$ cat src/rtl/lspuf_input_network_pkg.sv
// Shared definitions for the LSPUF challenge input network.
// FSM encoding, default geometry and index-width helper.
package lspuf_input_network_pkg;

   localparam int CHAL_W_DEF  = 64;
   localparam int NUM_PUF_DEF = 10;

   typedef enum logic [1:0] {
      IDLE  = 2'd0,
      ISSUE = 2'd1,
      WAIT  = 2'd2,
      DONE  = 2'd3
   } state_e;

   function automatic int idx_w(input int n);
      return (n > 1) ? $clog2(n) : 1;
   endfunction

endpackage

$ cat src/rtl/lspuf_input_network_if.sv
// Challenge / sub-challenge / response bundle of the LSPUF input network.
// master drives challenges and PUF responses; slave is the network itself.
interface lspuf_input_network_if
   import lspuf_input_network_pkg::*;
#(
   parameter int CHAL_W  = CHAL_W_DEF,
   parameter int NUM_PUF = NUM_PUF_DEF
);

   localparam int IDX_W = idx_w(NUM_PUF);

   logic [CHAL_W-1:0]  chal_in;
   logic               chal_valid;
   logic               chal_ready;
   logic [CHAL_W-1:0]  sub_chal;
   logic [IDX_W-1:0]   sub_idx;
   logic               sub_valid;
   logic               sub_ready;
   logic               sub_last;
   logic               resp_bit;
   logic               resp_valid;
   logic [NUM_PUF-1:0] resp_vec;
   logic               resp_done;

   modport master (
      output chal_in, chal_valid, sub_ready,
      output resp_bit, resp_valid,
      input  chal_ready, sub_chal, sub_idx,
      input  sub_valid, sub_last,
      input  resp_vec, resp_done
   );

   modport slave (
      input  chal_in, chal_valid, sub_ready,
      input  resp_bit, resp_valid,
      output chal_ready, sub_chal, sub_idx,
      output sub_valid, sub_last,
      output resp_vec, resp_done
   );

endinterface

$ cat src/rtl/lspuf_chal_xform.sv
// Rotate-left-by-i then adjacent-XOR challenge transform.
// Purely combinational; bit 0 passes the rotated LSB through.
module lspuf_chal_xform
   import lspuf_input_network_pkg::*;
#(
   parameter int CHAL_W = CHAL_W_DEF,
   parameter int IDX_W  = idx_w(NUM_PUF_DEF)
) (
   input  logic [CHAL_W-1:0] c,
   input  logic [IDX_W-1:0]  i,
   output logic [CHAL_W-1:0] sub_chal
);

   logic [CHAL_W-1:0] r;

   always_comb begin
      r        = (c << i) | (c >> (CHAL_W - int'(i)));
      sub_chal = r ^ {r[CHAL_W-2:0], 1'b0};
   end

endmodule

$ cat src/rtl/lspuf_input_network.sv
// LSPUF input network: fans one master challenge out as NUM_PUF
// transformed sub-challenges and gathers the arbiter response bits.
module lspuf_input_network
   import lspuf_input_network_pkg::*;
#(
   parameter int CHAL_W  = CHAL_W_DEF,
   parameter int NUM_PUF = NUM_PUF_DEF
) (
   input logic               clk,
   input logic               rst_n,
   lspuf_input_network_if.slave bus
);

   localparam int IDX_W = idx_w(NUM_PUF);
   localparam logic [IDX_W-1:0] LAST_IDX = IDX_W'(NUM_PUF - 1);

   state_e             st;
   state_e             nxt;
   logic [CHAL_W-1:0]  c_reg;
   logic [IDX_W-1:0]   idx;
   logic [CHAL_W-1:0]  sub_chal_r;
   logic [NUM_PUF-1:0] resp_vec_r;
   logic               accept;
   logic               step;
   logic               cap;
   logic               last;
   logic [CHAL_W-1:0]  xf_c;
   logic [IDX_W-1:0]   xf_i;
   logic [CHAL_W-1:0]  xf_out;

   assign last = (idx == LAST_IDX);

   // In IDLE the transform sees the incoming challenge at index 0,
   // otherwise the stored challenge at the next index.
   assign xf_c = (st == IDLE) ? bus.chal_in : c_reg;
   assign xf_i = (st == IDLE) ? '0 : idx + IDX_W'(1);

   lspuf_chal_xform #(
      .CHAL_W (CHAL_W),
      .IDX_W  (IDX_W)
   ) u_xform (
      .c        (xf_c),
      .i        (xf_i),
      .sub_chal (xf_out)
   );

   always_ff @(posedge clk or negedge rst_n) begin
      if (!rst_n) st <= IDLE;
      else        st <= nxt;
   end

   always_comb begin
      nxt    = st;
      accept = 1'b0;
      step   = 1'b0;
      cap    = 1'b0;
      unique case (st)
         IDLE: begin
            if (bus.chal_valid) begin
               accept = 1'b1;
               nxt    = ISSUE;
            end
         end
         ISSUE: begin
            if (bus.sub_ready) nxt = WAIT;
         end
         WAIT: begin
            if (bus.resp_valid) begin
               cap = 1'b1;
               if (last) begin
                  nxt = DONE;
               end else begin
                  step = 1'b1;
                  nxt  = ISSUE;
               end
            end
         end
         DONE:    nxt = IDLE;
         default: nxt = IDLE;
      endcase
   end

   always_ff @(posedge clk or negedge rst_n) begin
      if (!rst_n) begin
         c_reg      <= '0;
         idx        <= '0;
         sub_chal_r <= '0;
         resp_vec_r <= '0;
      end else begin
         if (accept) begin
            c_reg      <= bus.chal_in;
            idx        <= '0;
            resp_vec_r <= '0;
         end
         if (step) idx <= idx + IDX_W'(1);
         if (accept || step) sub_chal_r <= xf_out;
         if (cap) resp_vec_r[idx] <= bus.resp_bit;
      end
   end

   assign bus.chal_ready = (st == IDLE);
   assign bus.sub_valid  = (st == ISSUE);
   assign bus.sub_last   = (st == ISSUE) && last;
   assign bus.sub_chal   = sub_chal_r;
   assign bus.sub_idx    = idx;
   assign bus.resp_vec   = resp_vec_r;
   assign bus.resp_done  = (st == DONE);

endmodule
$ cat src/flat_wrapper.sv
// flat-port wrapper written by rule: the top's interface ports become plain ports
module lspuf_input_network_flat import lspuf_input_network_pkg::*;
#(
   parameter int CHAL_W  = CHAL_W_DEF,
   parameter int NUM_PUF = NUM_PUF_DEF
)
  (clk, rst_n, bus_chal_in, bus_chal_valid, bus_sub_ready, bus_resp_bit, bus_resp_valid, bus_chal_ready, bus_sub_chal, bus_sub_idx, bus_sub_valid, bus_sub_last, bus_resp_vec, bus_resp_done);
  lspuf_input_network_if #(.CHAL_W(CHAL_W), .NUM_PUF(NUM_PUF)) bus_i ();
  input logic clk;
  input logic rst_n;
  input wire logic [$bits(bus_i.chal_in)-1:0] bus_chal_in;
  input wire logic [$bits(bus_i.chal_valid)-1:0] bus_chal_valid;
  input wire logic [$bits(bus_i.sub_ready)-1:0] bus_sub_ready;
  input wire logic [$bits(bus_i.resp_bit)-1:0] bus_resp_bit;
  input wire logic [$bits(bus_i.resp_valid)-1:0] bus_resp_valid;
  output wire logic [$bits(bus_i.chal_ready)-1:0] bus_chal_ready;
  output wire logic [$bits(bus_i.sub_chal)-1:0] bus_sub_chal;
  output wire logic [$bits(bus_i.sub_idx)-1:0] bus_sub_idx;
  output wire logic [$bits(bus_i.sub_valid)-1:0] bus_sub_valid;
  output wire logic [$bits(bus_i.sub_last)-1:0] bus_sub_last;
  output wire logic [$bits(bus_i.resp_vec)-1:0] bus_resp_vec;
  output wire logic [$bits(bus_i.resp_done)-1:0] bus_resp_done;
  assign bus_i.chal_in = bus_chal_in;
  assign bus_i.chal_valid = bus_chal_valid;
  assign bus_i.sub_ready = bus_sub_ready;
  assign bus_i.resp_bit = bus_resp_bit;
  assign bus_i.resp_valid = bus_resp_valid;
  assign bus_chal_ready = bus_i.chal_ready;
  assign bus_sub_chal = bus_i.sub_chal;
  assign bus_sub_idx = bus_i.sub_idx;
  assign bus_sub_valid = bus_i.sub_valid;
  assign bus_sub_last = bus_i.sub_last;
  assign bus_resp_vec = bus_i.resp_vec;
  assign bus_resp_done = bus_i.resp_done;
  lspuf_input_network #(.CHAL_W(CHAL_W), .NUM_PUF(NUM_PUF)) u_core (.clk(clk), .rst_n(rst_n), .bus(bus_i));
endmodule
$ cat config.mk
export PLATFORM = sky130hd
export DESIGN_NAME = lspuf_input_network_flat
export DESIGN_NICKNAME = d
export VERILOG_FILES = /design/src/rtl/lspuf_input_network_pkg.sv /design/src/rtl/lspuf_input_network_if.sv /design/src/rtl/lspuf_chal_xform.sv /design/src/rtl/lspuf_input_network.sv /design/src/flat_wrapper.sv
export SDC_FILE = /design/constraint.sdc
export NUM_CORES = 1
export LEC_CHECK = 0
export BUFFER_PORTS_ARGS = -buffer_cell sky130_fd_sc_hd__buf_2
export CAP_MARGIN = 10
export CORE_MARGIN = 1.5
export CORE_UTILIZATION = 50
export DETAILED_ROUTE_END_ITERATION = 6
export GPL_ROUTABILITY_DRIVEN = 0
export GPL_TIMING_DRIVEN = 0
export PLACE_DENSITY = 0.68
export SYNTH_ARGS = -nofsm -noshare
export SYNTH_HDL_FRONTEND = slang
export SYNTH_HIERARCHICAL = 1
export SYNTH_SLANG_ARGS = --single-unit
$ cat constraint.sdc
create_clock -name clk -period 4.88 [get_ports clk]
set_clock_uncertainty 0.15 [all_clocks]
set_input_delay 0.488 -clock clk [delete_from_list [all_inputs] [get_ports clk]]
set_output_delay 0.488 -clock clk [all_outputs]
set_load 0.03 [all_outputs]
==> metrics.md <==
| Metric | Value |
|---|---|
| Status | `complete, but fails checks` |
| Failing checks | `DRC` |
| Area leader, netlist | `dfrtp_1` |
| Grt total ovfl | `0` |
| Vias/cell | `~6.5` |
| Ranking of synthesized cells by area | `dfrtp_1 (29%), mux2_2 (14%), mux4_2 (13%), mux2i_1 (7.8%), mux2_4 (6.2%)` |
| Data arrival, critical path | `4.98 ns` |
| DRT Wirelength | `about 38000 um` |
| Share of cells above drive strength 1 | `between 40% and 50%` |
| #FFs+latches synth | `roughly 140` |
| Maxcap violations | `0` |
| Net count after synthesis | `1144` |
| Vias in the first global route | `roughly 10000` |
| CTS tree | `yes` |
| Mux contribution to synthesized area | `between 40% and 50%` |
| Synth Area in Adders | `less than 1%` |
| Count of final setup violators | `0` |
| Crit-path max FO | `10` |
| Most used cell, CP | `buf_6` |
| Worst-Skew Late Latency | `0.45 ns` |
| Share of the synthesized area in the top cell type | `29.28%` |
| Clock Pin Slew Worst Setup and Hold Paths | `about 0.060 ns` |
| Worst-Margin Slew | `~0.94 ns` |
| Fraction of the mapped netlist area in simple logic gates | `under 10%` |
| Delay-heaviest family, CP | `buffers and inverters` |
| CORE AREA | `roughly 24000 um^2` |
| Met3 routed WL | `around 4500 um` |
| Filler cell count | `2048` |
| Total GRT Usage | `~30%` |
| Routed length per instance | `~24 um` |
| Ys Warns | `6` |
| Metal2 WL | `~16000 um` |
| Final count of hold timing violations | `0` |
| Min Tclk post-route | `4.805 ns` |
| Die area | `roughly 26000 um^2` |
| Syn Inst Count | `approximately 1100` |
| Row count | `57` |
| Pre-antenna DRT Iters | `7` |
| Worst path cell trace | `buf_4, nor2_4, buf_2, buf_2, nor2_2, buf_6, buf_6, buf_6, clkinvlp_4, ha_2, buf_6, mux2i_2, mux2i_1, a211oi_1, o22ai_1, xor2_1, mux2_2` |
| Final cell count without fillers | `1576` |
| CTS sink cnt | `between 100 and 150` |
| Clk buf depth | `2` |
| Ys flop type | `dfrtp_1` |
| First-pass GRT wire length | `roughly 59000 um` |
| CP peak stage delay | `0.52 ns` |
| Kind of critical path | `flip-flop to flip-flop` |
| Final #Nets | `about 1300` |
| Largest family of logic cells by synthesized area | `multiplexers` |
| Die Width | `between 150 and 200 um` |
| CP Launch Type | `flip-flop` |
| Routed via count | `between 10000 and 15000` |
| IO Pins | `about 150` |
| Reg area | `roughly 3600 um^2` |
| Slew HR | `37.07%` |
| Max-slew violations | `0` |
| Dpl hpwl | `a little under 30000 um` |
| Final period util | `a little over nine tenths` |
| F_max | `around 210 MHz` |
| CP max-delay cell | `mux2i_2` |
| Post-synthesis sequential area ratio | `between 20% and 30%` |
| Xor/xnor cell area share of the yosys netlist | `4.820%` |
| Worst Setup End Kind | `flip-flop` |
| Num CTS Buffers | `17` |
| Total negative slack | `0 ns` |
| Class of the tightest hold or removal check | `primary input to flip-flop` |
| DR DRC count | `7` |
| Met1 Wirelength | `15120 um` |
| DIE HEIGHT | `159.9 um` |
| Multi-input logic area | `between 8000 and 9000 um^2` |
| WP buf/inv | `8` |
| Max layer used | `met5` |
| Layout area overhead | `15.87%` |
| Clk root buf | `clkbuf_16` |
| Synth unique cells | `70` |
| Ys async rst share | `100.0%` |
| Post-synth EDFFs | `0` |
| Synthesized area | `12310 um^2` |
| Worst endpoint required time | `between 5 and 6 ns` |
| Antenna Nets Post-Route | `0` |
| Initial Utilization | `around 50%` |
| H-tree levels | `4` |
| # placed instances | `1544` |
| DRT iter0 DRCs | `between 1000 and 1500` |
| Post-synthesis compound-gate area fraction | `between 8 and 9%` |
| PortBufs | `151` |
| Avg Synthesized Cell Area | `11.52 um^2` |
| Largest net degree at the start of global routing | `84` |
| ANT cells | `0` |
| Antenna violations before repair | `0` |
cell families (layout without fill, tap and decap cells):
kind of cell,count (synthesis),after routing
multiplexers,394,394
AND/OR/NAND/NOR,209,209
AO/OA/AOI/OAI,150,150
flip-flops,144,144
buffers and inverters,99,283
XOR/XNOR,66,66
adder cells (fa/ha/maj),6,6
final timing paths:
check                                        start                       to  slack, ns  depth (start not counted)
max                                   u_core/st[1]   u_core/bus.sub_chal[6]       0.07                         17
max reg2reg                           u_core/st[1]   u_core/bus.sub_chal[6]       0.07                         17
min                                  bus_sub_ready             u_core/st[0]       0.11                          2
max in group asynchronous                    rst_n    u_core/bus.sub_idx[0]       3.32                          3
min in group asynchronous                    rst_n  u_core/bus.sub_chal[28]       0.45                          2
min reg2reg                u_core/bus.sub_chal[43]  u_core/bus.sub_chal[43]       0.33                          1
layout by cell type (no fill, tap or decap), types with 7 or more instances in the layout:
| cell type | n |
|---|---|
| o31ai_1 | 8 |
| dfrtp_1 | 144 |
| mux4_2 | 70 |
| nor3_1 | 12 |
| xor2_1 | 52 |
| clkbuf_16 | 17 |
| a21oi_1 | 28 |
| mux2i_1 | 92 |
| nor2_1 | 45 |
| inv_1 | 7 |
| nand2b_1 | 11 |
| buf_4 | 12 |
| o21ai_0 | 29 |
| mux2_4 | 51 |
| xnor2_1 | 12 |
| a31oi_1 | 13 |
| clkbuf_1 | 17 |
| nand3_1 | 14 |
| buf_2 | 184 |
| o21ai_1 | 9 |
| o211ai_1 | 9 |
| mux2_2 | 154 |
| nand2_1 | 82 |
| and3_1 | 9 |
| buf_6 | 17 |
| mux2_1 | 19 |
| a211oi_2 | 7 |
final cells by class:
class | count | share of cell area, %
Buffer | 88 | 4.124
Clock buffer | 19 | 3.106
Clock inverter | 12 | 1.448
Inverter | 9 | 0.2632
Multi-Input combinational cell | 825 | 57.23
Sequential cell | 144 | 25.27
Tap cell | 324 | 2.843
Timing Repair Buffer | 155 | 5.713
per-stage QoR:
stage | instance area (um^2) | setup WS, ns | util [%] | hold WS (ns)
final | 14260 | 0.07497 | 58.80 | 0.1074
after global routing | 14260 | -0.01027 | 58.80 | 0.1142
after CTS | 14190 | 0.01489 | 58.54 | 0.09890
after detailed placement | 13500 | -0.4429 | 55.68 | 0.3274
after global placement | 13470 | -0.4267 | 55.54 | 0.3197
after floorplan | 12310 | 0.6144 | - | 0.04241
metal layers:
| metal | vias to the layer above | global-route usage, % |
|---|---|---|
| met3 | 168 | 9.169 |
| met2 | 689 | 44.90 |
| met4 | 2 | 14.66 |
| li1 | 4362 | - |
| met5 | - | 0 |
| met1 | 4954 | 39.71 |
Yosys cell counts (10+ instances only):
cell type	number
clkbuf_1	18
xnor2_1	12
nor3_1	12
mux2i_1	96
mux2_2	154
buf_4	10
mux2_4	51
a31oi_1	15
mux2_1	19
nor2_1	46
mux4_2	70
o21ai_0	33
nand2_1	82
a21oi_1	28
nand2b_1	11
buf_2	36
dfrtp_1	144
buf_6	15
nand3_1	14
xor2_1	52
what timing repair did:
item | CTS | global route
endpoints found under the setup margin | 41 | 40
hold buffers | 1 | 0
buffers inserted | 1 | 1
hold endpoints to repair | 61 | 0
gates cloned | 0 | 0
pin swaps | 1 | 1
gates resized for setup | 10 | 17
Power is not shown: default switching activity piles up to over one toggle a cycle in this logic, so the estimate is an artifact.
